$ cat src/rtl/multicycle_control_fsm_pkg.sv
// Shared encodings for the multicycle RISC-V control sequencer: state codes,
// supported opcodes, datapath mux selects and the per-state control word.
package multicycle_control_fsm_pkg;

  localparam logic [3:0] S_FETCH    = 4'd0;
  localparam logic [3:0] S_DECODE   = 4'd1;
  localparam logic [3:0] S_MEMADR   = 4'd2;
  localparam logic [3:0] S_MEMREAD  = 4'd3;
  localparam logic [3:0] S_MEMWB    = 4'd4;
  localparam logic [3:0] S_MEMWRITE = 4'd5;
  localparam logic [3:0] S_EXEC_R   = 4'd6;
  localparam logic [3:0] S_EXEC_I   = 4'd7;
  localparam logic [3:0] S_JAL      = 4'd8;
  localparam logic [3:0] S_ALUWB    = 4'd9;
  localparam logic [3:0] S_BEQ      = 4'd10;

  localparam logic [6:0] OP_LW  = 7'b0000011;
  localparam logic [6:0] OP_SW  = 7'b0100011;
  localparam logic [6:0] OP_R   = 7'b0110011;
  localparam logic [6:0] OP_I   = 7'b0010011;
  localparam logic [6:0] OP_BEQ = 7'b1100011;
  localparam logic [6:0] OP_JAL = 7'b1101111;

  localparam logic [1:0] ALUOP_ADD   = 2'b00;
  localparam logic [1:0] ALUOP_SUB   = 2'b01;
  localparam logic [1:0] ALUOP_FUNCT = 2'b10;

  localparam logic [1:0] RES_ALUOUT    = 2'b00;
  localparam logic [1:0] RES_DATA      = 2'b01;
  localparam logic [1:0] RES_ALURESULT = 2'b10;

  localparam logic [1:0] SRCA_PC    = 2'b00;
  localparam logic [1:0] SRCA_OLDPC = 2'b01;
  localparam logic [1:0] SRCA_RS1   = 2'b10;

  localparam logic [1:0] SRCB_RS2  = 2'b00;
  localparam logic [1:0] SRCB_IMM  = 2'b01;
  localparam logic [1:0] SRCB_FOUR = 2'b10;

  localparam logic [2:0] ALU_ADD = 3'b000;
  localparam logic [2:0] ALU_SUB = 3'b001;
  localparam logic [2:0] ALU_AND = 3'b010;
  localparam logic [2:0] ALU_OR  = 3'b011;
  localparam logic [2:0] ALU_SLT = 3'b101;

  typedef struct packed {
    logic       pc_update;
    logic       branch;
    logic       adr_src;
    logic       mem_write;
    logic       ir_write;
    logic [1:0] result_src;
    logic [1:0] alu_src_a;
    logic [1:0] alu_src_b;
    logic       reg_write;
    logic [1:0] alu_op;
    logic       instr_done;
    logic       illegal_op;
  } ctrl_t;

  function automatic logic is_supported_op(input logic [6:0] op);
    return (op == OP_LW) || (op == OP_SW) || (op == OP_R) ||
           (op == OP_I)  || (op == OP_BEQ) || (op == OP_JAL);
  endfunction

endpackage

$ cat src/rtl/multicycle_control_fsm_alu_decoder.sv
// ALU decoder: turns ALUOp plus instruction fields into the 3-bit ALU control.
module alu_decoder
  import multicycle_control_fsm_pkg::*;
(
  input  logic [1:0] alu_op,
  input  logic [2:0] funct3,
  input  logic [6:0] funct7,
  input  logic [6:0] op,
  output logic [2:0] alu_control
);

  // Only R-type distinguishes sub from add; for I-type funct7 is immediate bits.
  logic r_sub;
  assign r_sub = (op == OP_R) && (funct7 == 7'b0100000);

  always_comb begin
    alu_control = ALU_ADD;
    case (alu_op)
      ALUOP_ADD: alu_control = ALU_ADD;
      ALUOP_SUB: alu_control = ALU_SUB;
      ALUOP_FUNCT: begin
        case (funct3)
          3'b000:  alu_control = r_sub ? ALU_SUB : ALU_ADD;
          3'b010:  alu_control = ALU_SLT;
          3'b110:  alu_control = ALU_OR;
          3'b111:  alu_control = ALU_AND;
          default: alu_control = ALU_ADD;
        endcase
      end
      default: alu_control = ALU_ADD;
    endcase
  end

endmodule

$ cat src/rtl/multicycle_control_fsm.sv
// Multicycle control sequencer: steps the shared ALU/memory datapath through
// fetch, decode, execute and writeback for lw, sw, R/I-type, beq and jal.
module multicycle_control_fsm
  import multicycle_control_fsm_pkg::*;
#(
  parameter logic [3:0] RESET_STATE = 4'd0
) (
  input  logic       clk,
  input  logic       reset,
  input  logic [6:0] op,
  input  logic [2:0] funct3,
  input  logic [6:0] funct7,
  input  logic       zero,
  input  logic       mem_ready,
  output logic       pc_write,
  output logic       adr_src,
  output logic       mem_write,
  output logic       ir_write,
  output logic [1:0] result_src,
  output logic [1:0] alu_src_a,
  output logic [1:0] alu_src_b,
  output logic       reg_write,
  output logic [2:0] alu_control,
  output logic       instr_done,
  output logic       illegal_op
);

  logic [3:0] state, state_nxt;
  ctrl_t      ctl;

  always_ff @(posedge clk) begin
    if (reset) state <= RESET_STATE;
    else       state <= state_nxt;
  end

  always_comb begin
    state_nxt = S_FETCH;
    case (state)
      S_FETCH:  state_nxt = mem_ready ? S_DECODE : S_FETCH;
      S_DECODE: begin
        case (op)
          OP_LW, OP_SW: state_nxt = S_MEMADR;
          OP_R:         state_nxt = S_EXEC_R;
          OP_I:         state_nxt = S_EXEC_I;
          OP_BEQ:       state_nxt = S_BEQ;
          OP_JAL:       state_nxt = S_JAL;
          default:      state_nxt = S_FETCH;
        endcase
      end
      S_MEMADR:   state_nxt = (op == OP_LW) ? S_MEMREAD : S_MEMWRITE;
      S_MEMREAD:  state_nxt = mem_ready ? S_MEMWB : S_MEMREAD;
      S_MEMWB:    state_nxt = S_FETCH;
      S_MEMWRITE: state_nxt = mem_ready ? S_FETCH : S_MEMWRITE;
      S_EXEC_R:   state_nxt = S_ALUWB;
      S_EXEC_I:   state_nxt = S_ALUWB;
      S_JAL:      state_nxt = S_ALUWB;
      S_ALUWB:    state_nxt = S_FETCH;
      S_BEQ:      state_nxt = S_FETCH;
      default:    state_nxt = S_FETCH;
    endcase
  end

  always_comb begin
    ctl = '0;
    case (state)
      S_FETCH: begin
        ctl.alu_src_a  = SRCA_PC;
        ctl.alu_src_b  = SRCB_FOUR;
        ctl.alu_op     = ALUOP_ADD;
        ctl.result_src = RES_ALURESULT;
        ctl.ir_write   = mem_ready;
        ctl.pc_update  = mem_ready;
      end
      S_DECODE: begin
        // PC was already advanced in fetch, so an unsupported opcode retires as a NOP here.
        ctl.alu_src_a  = SRCA_OLDPC;
        ctl.alu_src_b  = SRCB_IMM;
        ctl.alu_op     = ALUOP_ADD;
        ctl.illegal_op = !is_supported_op(op);
        ctl.instr_done = !is_supported_op(op);
      end
      S_MEMADR: begin
        ctl.alu_src_a = SRCA_RS1;
        ctl.alu_src_b = SRCB_IMM;
        ctl.alu_op    = ALUOP_ADD;
      end
      S_MEMREAD: begin
        ctl.result_src = RES_ALUOUT;
        ctl.adr_src    = 1'b1;
      end
      S_MEMWB: begin
        ctl.result_src = RES_DATA;
        ctl.reg_write  = 1'b1;
        ctl.instr_done = 1'b1;
      end
      S_MEMWRITE: begin
        ctl.result_src = RES_ALUOUT;
        ctl.adr_src    = 1'b1;
        ctl.mem_write  = 1'b1;
        ctl.instr_done = mem_ready;
      end
      S_EXEC_R: begin
        ctl.alu_src_a = SRCA_RS1;
        ctl.alu_src_b = SRCB_RS2;
        ctl.alu_op    = ALUOP_FUNCT;
      end
      S_EXEC_I: begin
        ctl.alu_src_a = SRCA_RS1;
        ctl.alu_src_b = SRCB_IMM;
        ctl.alu_op    = ALUOP_FUNCT;
      end
      S_JAL: begin
        ctl.alu_src_a  = SRCA_OLDPC;
        ctl.alu_src_b  = SRCB_FOUR;
        ctl.alu_op     = ALUOP_ADD;
        ctl.result_src = RES_ALUOUT;
        ctl.pc_update  = 1'b1;
      end
      S_ALUWB: begin
        ctl.result_src = RES_ALUOUT;
        ctl.reg_write  = 1'b1;
        ctl.instr_done = 1'b1;
      end
      S_BEQ: begin
        ctl.alu_src_a  = SRCA_RS1;
        ctl.alu_src_b  = SRCB_RS2;
        ctl.alu_op     = ALUOP_SUB;
        ctl.result_src = RES_ALUOUT;
        ctl.branch     = 1'b1;
        ctl.instr_done = 1'b1;
      end
      default: ctl = '0;
    endcase
  end

  // Reset silences every strobe immediately so an aborted instruction writes nothing.
  assign pc_write   = !reset & (ctl.pc_update | (ctl.branch & zero));
  assign adr_src    = !reset & ctl.adr_src;
  assign mem_write  = !reset & ctl.mem_write;
  assign ir_write   = !reset & ctl.ir_write;
  assign result_src = reset ? 2'b00 : ctl.result_src;
  assign alu_src_a  = reset ? 2'b00 : ctl.alu_src_a;
  assign alu_src_b  = reset ? 2'b00 : ctl.alu_src_b;
  assign reg_write  = !reset & ctl.reg_write;
  assign instr_done = !reset & ctl.instr_done;
  assign illegal_op = !reset & ctl.illegal_op;

  alu_decoder u_alu_dec (
    .alu_op      (ctl.alu_op),
    .funct3      (funct3),
    .funct7      (funct7),
    .op          (op),
    .alu_control (alu_control)
  );

endmodule

$ cat config.mk
export PLATFORM = sky130hd
export DESIGN_NAME = multicycle_control_fsm
export DESIGN_NICKNAME = d
export VERILOG_FILES = /design/src/rtl/multicycle_control_fsm_pkg.sv /design/src/rtl/multicycle_control_fsm_alu_decoder.sv /design/src/rtl/multicycle_control_fsm.sv
export SDC_FILE = /design/constraint.sdc
export NUM_CORES = 1
export LEC_CHECK = 0
export CAP_MARGIN = 20
export CORE_MARGIN = 2
export CORE_UTILIZATION = 40
export DETAILED_ROUTE_END_ITERATION = 10
export PLACE_DENSITY = 0.92
export SYNTH_ARGS = -nofsm -noshare
export SYNTH_HDL_FRONTEND = slang
export SYNTH_SLANG_ARGS = --single-unit
$ cat constraint.sdc
create_clock -name clk -period 3.3 [get_ports clk]
set_input_delay 0.495 -clock clk [delete_from_list [all_inputs] [get_ports clk]]
set_output_delay 0.495 -clock clk [all_outputs]
set_load 0.005 [all_outputs]
==> flow_summary_export.csv, run 1 <==
group,metric,value,unit
status,status,"complete, no violations",
logic_synthesis,synth_area,649.4,µm²
clock_tree,htree_levels,1,
route,routedWlPerCell,13.00,µm
logic_synthesis,synthArstFlopShare,0,
global_routing,first_global_vias,794,
floorplanning,core,1506,µm²
sta,worst_slew_pin_slew,0.6059,ns
global_routing,grt_max_degree,20,
hold_path,hp-class,"register to register",
logic_synthesis,synth-seq-area-share,0.1233,
placed_design,io_buffers,36,
placed_design,post-place-cells,146,
clock_tree,clock-root-buffer,"clkbuf_4",
setup_path,critPathRequiredTime,2.80,ns
clock_tree,cts_sinks,4,
floorplanning,io_pins,37,
setup_path,critPathKind,"register to primary output",
sta,period_minus_slack,2.983,ns
floorplanning,die-width,44.29,µm
flow_run,maxCapViolations,0,
layout,final_common_cell,"clkdlybuf4s50_1",
logic_synthesis,ys_warn_count,0,
setup_path,critPathTopFamily,"simple AND/OR/NAND/NOR gates",
layout,stdcell_count,149,
sta,finClkSkew,0.004075,ns
placed_design,hpwl,1570,µm
layout,drive_above_1_share,0.05263,
setup_path,cp-end-kind,"primary output",
global_routing,grt_pass1_wl,3256,µm
route,via_count,868,
power_and_ir_drop,ir_drop,101.4,µV
layout,final_cell_mix,"clkdlybuf4s50_1, nor2_1, a21oi_1, nor3_1",
setup_path,slowest_stage,"clkdlybuf4s50_1",
clock_tree,cts_tree,"yes",
route,dr.first_iter.drc_count,23,
hold_path,hold_path_depth,3,
setup_path,cp_num_cells,7,
placed_design,place.gp.congestion,0.8580,
route,postRouteWirelength,1937,µm
route,drc,0,
clock_tree,cts_buffer_depth,2,
placed_design,dp_slack,0.4921,ns
sta,hold_viol_final,0,
sta,relSlewSlack,0.5955,
logic_synthesis,avgSynthCellArea,6.559,µm²
logic_synthesis,synthDistinctLibCells,38,
sta,drv_slew,0,
logic_synthesis,ys.flop_type,"dfxtp_1",
clock_tree,numCtsBuffers,3,
floorplanning,die_y,44.29,µm
setup_path,critical_path.max_fanout,8,
sta,setup_viol,0,
setup_path,cp.arrival,2.49,ns
layout,largest_reg_flops,4,
global_routing,grt_usage,0.2171,
layout,top_register,"state",
layout,antenna_cells,0,
route,drt_pass1_iterations,4,
route,antenna_left,0,
setup_path,start_kind,"register",
floorplanning,initial_core_util,0.4311,
setup_path,cp_cell_sequence,"nor2b_1, and2_1, ha_1, nor3b_1, nand4_1, a21oi_1, clkdlybuf4s50_1",
clock_tree,post_cts_resized,0,
logic_synthesis,synth-edff-count,0,
logic_synthesis,ys_seq_elements,4,
clock_tree,clk_pin_slew,0.04,ns
sta,period_share,0.9040,
global_routing,grt-ovfl-total,0,
setup_path,crit_path_max_incr_delay,0.51,ns
sta,timing.fmax,335.2,MHz
sta,fin_setup_tns,0,ns
setup_path,path_buf_inv,1,
logic_synthesis,syn_inst,99,
layout,reg_top3,"state (4)",
route,vias_per_cell,5.826,
clock_tree,cts_hold_buf,0,
floorplanning,dieArea,1962,µm²
clock_tree,clk_latency,0.23,ns
layout,nets,158,
layout,synthToLayoutAreaGrowth,60.12,%
floorplanning,fp-row-count,14,
power_and_ir_drop,power_density,169.9,nW/µm²
sta,rsz0062_at_grt,"no",
global_routing,antenna_found_initial,0,
sta,setup_ws,0.3167,ns
power_and_ir_drop,p_leak,0.3540,nW
setup_path,reg2reg_depth,5,
clock_tree,cts_setup_buffers,0,
logic_synthesis,syn-num-nets,122,
[area by class of cell]
type | count | area (µm²)
timing repair buffer | 38 | 375.4
clock buffer | 3 | 22.52
tap | 16 | 20.02
inverter | 4 | 15.01
sequential | 4 | 80.08
fill | 126 | 466.7
multi-input combinational | 84 | 526.8
[report_power, final]
part,switching [mW],internal (mW),leakage (nW)
clock,0.0186,0.0406,0.0138
combinational,0.0233,0.0403,0.308
sequential,0.00424,0.0496,0.0325
total,0.0462,0.130,0.354
[Yosys cell counts, types with 2 or more instances]
master	instances	area share
a21oi_1	8	0.062
a31oi_1	3	0.029
and2_1	3	0.029
clkbuf_1	5	0.029
dfxtp_1	4	0.12
ha_1	2	0.039
inv_1	3	0.017
nand2_1	4	0.023
nand2b_1	5	0.048
nand3_1	4	0.031
nand3b_1	2	0.023
nand4_1	2	0.019
nand4b_1	2	0.027
nor2_1	9	0.052
nor2b_1	4	0.039
nor3_1	6	0.046
nor3b_1	3	0.035
nor4_1	5	0.048
nor4b_1	2	0.027
o21ai_0	3	0.023
xnor2_1	3	0.040
[stage by stage]
step	util	area [µm²]	total power [mW]	hold WS [ns]
global route	0.6902	1040	0.1875	0.8823
global placement	0.6752	1017	0.1160	0.7886
floorplan	-	649.4	0.07603	0.6072
CTS	0.6902	1040	0.1783	0.7739
detailed placement	0.6752	1017	0.1179	0.7774
finish	0.6902	1040	0.1766	0.7810
[worst register-to-register path, delay by kind of cell, from the launching register on]
kind / cells / cell delay [ns]
AO/OA/AOI/OAI: 1 / 0.18
flip-flops: 1 / 0.58
buffers and inverters: 1 / 0.26
AND/OR/NAND/NOR: 3 / 0.82
[layer usage]
metal | share of wire | track usage | up-vias
li1 | - | - | 438
met1 | 0.43 | 0.2819 | 399
met2 | 0.51 | 0.3765 | 27
met3 | 0.048 | 0.01224 | 4
met4 | 0.013 | 0.07879 | 0
met5 | 0 | 0 | -
[path summary, 6_finish.rpt]
kind	slack, ns	start	to
worst max-delay path	0.32	state[2]	alu_control[0]
worst min-delay path	0.78	state[2]	state[3]
worst max register to register	1.40	state[1]	state[1]
worst min register to register	0.78	state[2]	state[3]
[cell families after synthesis]
group,after synthesis,share of synthesized area
simple gates,56,0.5087
xor+xnor,3,0.04047
buf+inv,11,0.06549
mux,1,0.01541
flops,4,0.1233
compound gates,22,0.2081
fa+ha+maj,2,0.03853
Power figures use the tool's default switching activity.
==> inputs of run 2 (changes only) <==
Clock period 3.3 ns to 3.5 ns, I/O delays scaled along.
==> flow_summary_export.csv, run 2 (synthesis results as in run 1) <==
group,metric,value,unit
status,status,"complete, no violations",
route,postRouteWirelength,1948,µm
sta,timing.fmax,315.4,MHz
sta,hold_viol_final,0,
power_and_ir_drop,p_leak,0.3486,nW
layout,stdcell_count,148,
global_routing,antenna_found_initial,0,
setup_path,crit_path_max_incr_delay,0.64,ns
sta,period_minus_slack,3.171,ns
clock_tree,numCtsBuffers,3,
clock_tree,cts_hold_buf,0,
setup_path,cp_cell_sequence,"nor2b_1, and2_1, ha_1, nor3b_1, nand4_1, a21oi_1, clkdlybuf4s50_1",
setup_path,r2r_setup_slack,1.72,ns
setup_path,cp.arrival,2.65,ns
route,antenna_left,0,
hold_path,min_to,"state[1]",
setup_path,reg2reg_depth,4,
setup_path,critPathKind,"register to primary output",
floorplanning,io_pins,37,
hold_path,min-delay-start,"state[1]",
global_routing,grt-ovfl-total,0,
power_and_ir_drop,p_sw,46.49,µW
setup_path,critPathRequiredTime,2.97,ns
power_and_ir_drop,p_clk_frac,0.345,
sta,setup_ws,0.3292,ns
layout,antenna_cells,0,
sta,setup_viol,0,
layout,drive_above_1_share,0.04545,
sta,rsz0062_at_grt,"no",
placed_design,hpwl,1593,µm
setup_path,cp-end-kind,"primary output",
clock_tree,cts_tree,"yes",
placed_design,dp_slack,0.5961,ns
floorplanning,fp-row-count,14,
clock_tree,clk_pin_slew,0.04,ns
layout,final_util,0.6852,
setup_path,start_kind,"register",
flow_run,maxCapViolations,0,
power_and_ir_drop,seqPwrFrac,0.299,
clock_tree,cts_buffer_depth,2,
layout,synthToLayoutAreaGrowth,58.96,%
global_routing,grt_pass1_wl,3049,µm
layout,final_cell_mix,"clkdlybuf4s50_1, nor2_1, a21oi_1, nor3_1",
global_routing,first_global_vias,734,
power_and_ir_drop,switching_share,0.2741,
sta,period_share,0.9060,
setup_path,critical_path.max_fanout,17,
power_and_ir_drop,power_density,164.3,nW/µm²
clock_tree,clock-root-buffer,"clkbuf_4",
power_and_ir_drop,internal_power,123.1,µW
clock_tree,clk_latency,0.24,ns
layout,reg_top3,"state (4)",
setup_path,r2r_start,"state[0]",
route,drc,0,
route,dr.first_iter.drc_count,33,
clock_tree,post_cts_resized,0,
floorplanning,initial_core_util,0.4311,
route,drt_pass1_iterations,4,
sta,relSlewSlack,0.6007,
floorplanning,dieArea,1962,µm²
floorplanning,die-width,44.29,µm
floorplanning,die_y,44.29,µm
power_and_ir_drop,ir_drop,83.89,µV
global_routing,grt_max_degree,22,
route,routedWlPerCell,13.16,µm
route,via_count,862,
sta,worst_slew_pin_slew,0.5981,ns
sta,finClkSkew,0.001893,ns
clock_tree,htree_levels,1,
floorplanning,core,1506,µm²
setup_path,slowest_stage,"dfxtp_1",
setup_path,r2r-end,"state[2]",
power_and_ir_drop,combPwrFrac,0.356,
clock_tree,cts_setup_buffers,0,
layout,final_common_cell,"clkdlybuf4s50_1",
global_routing,grt_usage,0.2062,
hold_path,hp-class,"register to register",
sta,fin_setup_tns,0,ns
placed_design,io_buffers,36,
clock_tree,cts_sinks,4,
route,vias_per_cell,5.824,
placed_design,place.gp.congestion,0.9047,
sta,drv_slew,0,
hold_path,hold_path_depth,3,
layout,largest_reg_flops,4,
placed_design,post-place-cells,145,
layout,nets,157,
layout,top_register,"state",
run 2: cell types whose count changed in the layout (fill, tap and decap cells not counted), sizes merged:
cell	delta
buf	-1
run 2: layout make-up:
cell class	instances	area, µm²
clock buffer	3	22.52
sequential	4	80.08
tap	16	20.02
multi-input combinational	84	526.8
timing repair buffer	37	367.9
inverter	4	15.01
fill	126	474.2
run 2: through the flow:
stage	hold WS, ns	area [µm²]	power, mW
floorplan	0.6072	649.4	0.07168
global placement	0.7342	1010	0.1096
detailed placement	0.7379	1010	0.1116
CTS	0.7475	1032	0.1716
global route	0.8008	1032	0.1804
finish	0.7516	1032	0.1696
run 2: worst max path at each step:
stage	cells after the start	slack, ns	end	from
final	7	0.33	alu_control[0]	state[2]
after global routing	7	0.12	alu_control[0]	state[2]
after CTS	7	0.34	alu_control[0]	state[2]
after detailed placement	7	0.60	alu_control[0]	state[2]
after global placement	5	0.69	alu_control[0]	op[3]
after floorplan	5	1.38	alu_control[1]	state[1]
run 2: power groups by stage:
stage	Sequential (mW)	Clock [mW]	Combinational (mW)
3_3_place_gp	0.0510	0	0.0586
6_report	0.0506	0.0586	0.0604
3_5_place_dp	0.0512	0	0.0604
2_1_floorplan	0.0476	0	0.0241
5_1_grt	0.0511	0.0638	0.0655
4_1_cts	0.0506	0.0604	0.0606
run 2: routing by layer:
layer / vias up / global-route usage / share of wire
li1: 437 / - / -
met1: 385 / 0.2525 / 0.42
met2: 38 / 0.3529 / 0.51
met3: 2 / 0.03265 / 0.064
met4: 0 / 0.09091 / 0.0041
met5: - / 0 / 0
run 2: critical path: cells and delay by family (launching register included):
kind	cells	cell delay, ns
DFF	1	0.64
buffers and inverters	1	0.51
AOI/OAI and AO/OA	1	0.17
adders and majority gates	1	0.20
and+or+nand+nor	4	0.89
